<file path="src/rtl/run_detector.sv">
// run_detector: Moore run-length detector.
// Watches the serial input w on enabled cycles and raises z once RUN_LEN
// consecutive qualifying samples have been accepted. There are four run modes:
// equal values, ones, zeros and alternating. A saturating counter records
// how many times the detector has entered DETECT.
module run_detector #(
  parameter  int RUN_LEN = 4,
  parameter  int HIT_W   = 8,
  localparam int CNT_W   = $clog2(RUN_LEN + 1)
) (
  input  logic             clk,
  input  logic             reset,
  input  logic             en,
  input  logic             w,
  input  logic [1:0]       mode,
  input  logic             clr_hits,
  output logic             z,
  output logic [1:0]       state,
  output logic [CNT_W-1:0] run_count,
  output logic             last_w,
  output logic [HIT_W-1:0] hit_count
);

  typedef enum logic [1:0] {
    IDLE   = 2'b00,
    TRACK  = 2'b01,
    DETECT = 2'b10
  } state_t;

  localparam logic [CNT_W-1:0] RUN_MAX = CNT_W'(RUN_LEN);
  localparam logic [CNT_W-1:0] RUN_ONE = CNT_W'(1);
  localparam logic [HIT_W-1:0] HIT_MAX = '1;

  state_t           state_q;
  state_t           state_d;
  logic [1:0]       mode_q;
  logic [CNT_W-1:0] run_inc;
  logic [CNT_W-1:0] run_d;
  logic             mode_changed;
  logic             enter_detect;

  assign state        = state_q;
  assign mode_changed = (mode != mode_q);

  // The DETECT entry only counts when a sample is accepted. The mode must be
  // unchanged and en must be high.
  assign enter_detect = en && !mode_changed && (state_d == DETECT) && (state_q != DETECT);

  // Next run length and next state for a sample accepted at this edge.
  // The run is extended by one, saturating at RUN_LEN. If the sample breaks the
  // run, the run restarts. In modes 00 and 11, leaving IDLE always starts a
  // run of 1 because any first sample qualifies.
  always_comb begin
    run_inc = (run_count >= RUN_MAX) ? RUN_MAX : run_count + RUN_ONE;
    run_d   = '0;
    state_d = IDLE;
    case (mode)
      2'b00: begin
        if (state_q == IDLE)  run_d = RUN_ONE;
        else if (w == last_w) run_d = run_inc;
        else                  run_d = RUN_ONE;
      end
      2'b01: begin
        run_d = w ? run_inc : '0;
      end
      2'b10: begin
        run_d = !w ? run_inc : '0;
      end
      default: begin
        if (state_q == IDLE)  run_d = RUN_ONE;
        else if (w != last_w) run_d = run_inc;
        else                  run_d = RUN_ONE;
      end
    endcase
    if (run_d == RUN_MAX)  state_d = DETECT;
    else if (run_d != '0)  state_d = TRACK;
    else                   state_d = IDLE;
  end

  // Main state registers.
  // A mode change throws away the partial run and the sample taken at that
  // edge. en=0 freezes everything except the hit counter clear.
  always_ff @(posedge clk) begin
    if (reset) begin
      state_q   <= IDLE;
      run_count <= '0;
      last_w    <= 1'b0;
      z         <= 1'b0;
      mode_q    <= 2'b00;
    end else begin
      mode_q <= mode;
      if (mode_changed) begin
        state_q   <= IDLE;
        run_count <= '0;
        z         <= 1'b0;
      end else if (en) begin
        last_w    <= w;
        run_count <= run_d;
        state_q   <= state_d;
        z         <= (state_d == DETECT);
      end
    end
  end

  // Saturating count of DETECT entries. A clear beats a coincident increment.
  always_ff @(posedge clk) begin
    if (reset) begin
      hit_count <= '0;
    end else if (clr_hits) begin
      hit_count <= '0;
    end else if (enter_detect && (hit_count != HIT_MAX)) begin
      hit_count <= hit_count + HIT_W'(1);
    end
  end

endmodule

</file>
<file path="config.mk">
export PLATFORM = sky130hd
export DESIGN_NAME = run_detector
export DESIGN_NICKNAME = d
export VERILOG_FILES = /design/src/rtl/run_detector.sv
export SDC_FILE = /design/constraint.sdc
export NUM_CORES = 1
export LEC_CHECK = 0
export ABC_CLOCK_PERIOD_IN_PS = 3800
export BUFFER_PORTS_ARGS = -buffer_cell sky130_fd_sc_hd__buf_4
export CORE_MARGIN = 2
export CORE_UTILIZATION = 56
export DETAILED_ROUTE_END_ITERATION = 6
export PLACE_DENSITY = 0.83
export REMOVE_ABC_BUFFERS = 1
export SLEW_MARGIN = 20
export SYNTH_ARGS = -nofsm -noshare
export SYNTH_HDL_FRONTEND = slang
export SYNTH_SLANG_ARGS = --single-unit
export TNS_END_PERCENT = 20
</file>
<file path="constraint.sdc">
create_clock -name clk -period 3.8 [get_ports clk]
set_input_delay 0.76 -clock clk [delete_from_list [all_inputs] [get_ports clk]]
set_output_delay 0.76 -clock clk [all_outputs]
set_load 0.01 [all_outputs]
</file>
==> flow_summary_export.csv <==
group,metric,value,unit
power,seq_power_share,57.8,%
critical_path,cp_slowest_cell,"a2111oi_4",
floorplan,start_util,61.53,%
power,p_comb_share,13.1,%
synth,synth_ff_type,"dfxtp_1",
synth,netlist.area_leader.share,33.77,%
clocking,post_cts_buffers,0,
critical_path,rr_endpoint,"hit_count[7]",
timing,fin_crit_sh,55.97,%
power,p_int,0.0002241,W
synth,synth.distinct_cells,42,
synth,netlist_area,948.4,sq um
layout,area_growth,17.68,%
detailed_routing,ant_nets,0,
clocking,cts_tree,"done",
clocking,insertion_delay,280,ps
placed_design,dp_hpwl,1.534,mm
critical_path,crit_type,"reg2reg",
layout,antenna_cells,0,
floorplan,die_y,45.16,microns
global_route,grt_max_degree,12,
power,p_sw,0.00007402,W
global_route,grt.overflow.total,0,
global_route,grt_pass1_vias,699,
placed_design,gp_congestion,0.8222,
outcome,status,"finished, final reports clean",
placed_design,io_buffers,21,
synth,synthTopCellsByArea,"dfxtp_1 (34%), xor2_1 (4.6%), a31oi_1 (4.0%)",
detailed_routing,detailedRoute.firstPassIterationCount,4,
critical_path,crit_fanout,7,
timing,layout_min_cycle_time,2127,ps
floorplan,die_x,45.16,microns
critical_path,end_kind,"flop",
detailed_routing,num_vias,840,
power,cellLeakagePower,0.4148,nW
global_route,antenna_found_initial,0,
critical_path,rr_startpoint,"run_count[0]",
synth,ys_ff_latch,16,
detailed_routing,routed_wl,2.047,mm
critical_path,cpPeakStageDelay,500,ps
timing,setup_tns,0,ps
layout,drive_gt1_share,24.39,%
critical_path,crit_end,"hit_count[7]",
critical_path,reg2reg_slack,1670,ps
clocking,clockBufferDepth,2,
power,clkPwrFrac,29.0,%
detailed_routing,viasPerCell,6.043,
critical_path,required,3990,ps
clocking,clkSinkCount,16,
layout,fin_nets,135,
clocking,cts_htree_levels,1,
timing,report.final.slew_viol_count,0,
clocking,clk_pin_slew_worst_paths,90,ps
timing,tightestPinTransition,499.5,ps
layout,final_common_cell,"buf_4",
critical_path,arrival,2320,ps
global_route,grt.total_usage,20.81,%
critical_path,r2r_cells,7,
synth,yosys.area.top_type,"dfxtp_1",
timing,rsz0062_at_grt,"false",
critical_path,cp_cell_sequence,"inv_1 > ha_1 > nor2b_1 > a21oi_1 > a2111oi_4 > a31oi_1 > a211oi_1",
power,swShare,24.83,%
job,max_cap_violations,0,
detailed_routing,drt_iter0_drc,21,
power,power_density,267.1,nW/um^2
detailed_routing,drc,0,
synth,synth-async-reset-ratio,0,%
timing,final-hold-violation-count,0,
floorplan,io_pins,22,
synth,synthCells,104,
critical_path,cp-startpoint,"run_count[0]",
hold_path,min_path_type,"reg2reg",
power,peakVddDrop,0.2139,mV
timing,setup_viol,0,
clocking,ctsResizeCount,0,
power,fin_total_pwr,0.0002981,W
timing,fmax,470.2,MHz
synth,synth_warnings,0,
global_route,grt_pass1_wl,3.153,mm
detailed_routing,wire_per_inst,14.73,microns
timing,timing.slew.headroom,66.70,%
clocking,cts-hold-fix-buffers,0,
floorplan,dieArea,2039,sq um
clocking,cts_buffers,3,
floorplan,rows,14,
synth,synth-edff-count,0,
layout,final_cell_mix,"buf_4 (21), dfxtp_1 (16), nor2_1 (6), a21oi_1 (6), a31oi_1 (6)",
synth,syn_area_per_cell,9.119,sq um
floorplan,coreArea,1541,sq um
critical_path,start_kind,"flop",
timing,skew,4.633,ps
clocking,clock-root-buffer,"clkbuf_4",
synth,ys_seq_area_share,33.77,%
[power by group through the flow]
stage          sequential [W]  clock (W)  combinational [W]
2_1_floorplan        0.000177          0          0.0000224
3_3_place_gp         0.000176          0          0.0000375
3_5_place_dp         0.000176          0          0.0000387
4_1_cts              0.000172  0.0000890          0.0000390
5_1_grt              0.000173  0.0000979          0.0000421
6_report             0.000172  0.0000866          0.0000391
[cell usage after synthesis (all sizes together), types with 2 or more instances]
cell type  instances
nor3               3
nand2b             2
a31oi              6
nand2              4
nand3b             2
buf                4
mux2i              3
nor2b              4
dfxtp             16
a311oi             3
or3b               3
ha                 3
nor2               6
xor2               5
inv                5
a41oi              2
a21oi              6
a211oi             4
nand3              4
and2               2
o21ai              2
[registers in the layout, summed over array words and instances, names as in the netlist]
signal,cells
hit_count,8
run_count,3
mode_q,2
state,2
last_w,1
[worst min-delay path by stage]
stage,start,cells past startpoint,end
global placement,run_count[1],2,run_count[1]
detailed placement,run_count[1],2,run_count[1]
finish,run_count[1],2,run_count[1]
CTS,run_count[1],2,run_count[1]
global route,run_count[1],2,run_count[1]
floorplan,run_count[1],2,run_count[1]
[final cells by class]
cell class | count | area [sq um]
clock buffer | 3 | 22.52
inverter | 5 | 18.77
fill | 118 | 425.4
multi-input combinational | 78 | 576.8
tap | 16 | 20.02
sequential | 16 | 320.3
timing repair buffer | 21 | 157.7
[kinds of logic after synthesis]
family                     Yosys count  share of synthesized area, %
DFF                                 16                         33.77
buffers and inverters               10                         5.408
xor gates and xnor gates             6                         5.541
adders and majority gates            3                         3.958
AOI/OAI and AO/OA                   28                         23.35
and+or+nand+nor                     38                         24.80
muxes                                3                         3.166
[critical path, delay by kind of cell, from the launching register on]
family	cells	cell delay (ps)
AOI/OAI and AO/OA	4	1040
DFF	1	440
adders and majority gates	1	330
and+or+nand+nor	1	150
buffers and inverters	1	70
[per-stage QoR]
stage | instances | utilization, % | setup WS, ps | area, sq um | hold WS (ps)
2_1_floorplan | 99 | - | 1653 | 915.9 | 520.4
3_3_place_gp | 136 | 70.94 | 1467 | 1094 | 493.2
3_5_place_dp | 136 | 70.94 | 1395 | 1094 | 504.1
4_1_cts | 139 | 72.40 | 1679 | 1116 | 518.0
5_1_grt | 139 | 72.40 | 1533 | 1116 | 539.3
6_report | 139 | 72.40 | 1673 | 1116 | 514.5
[metal layers]
layer	share of wire [%]	global-route usage, %	wire length, microns
met5	0	0	0
met1	48	28.82	980
met4	0.93	5.294	19
met3	5.9	3.600	120
met2	45	33.43	927
Note: power is estimated with default switching activity, not from simulation.
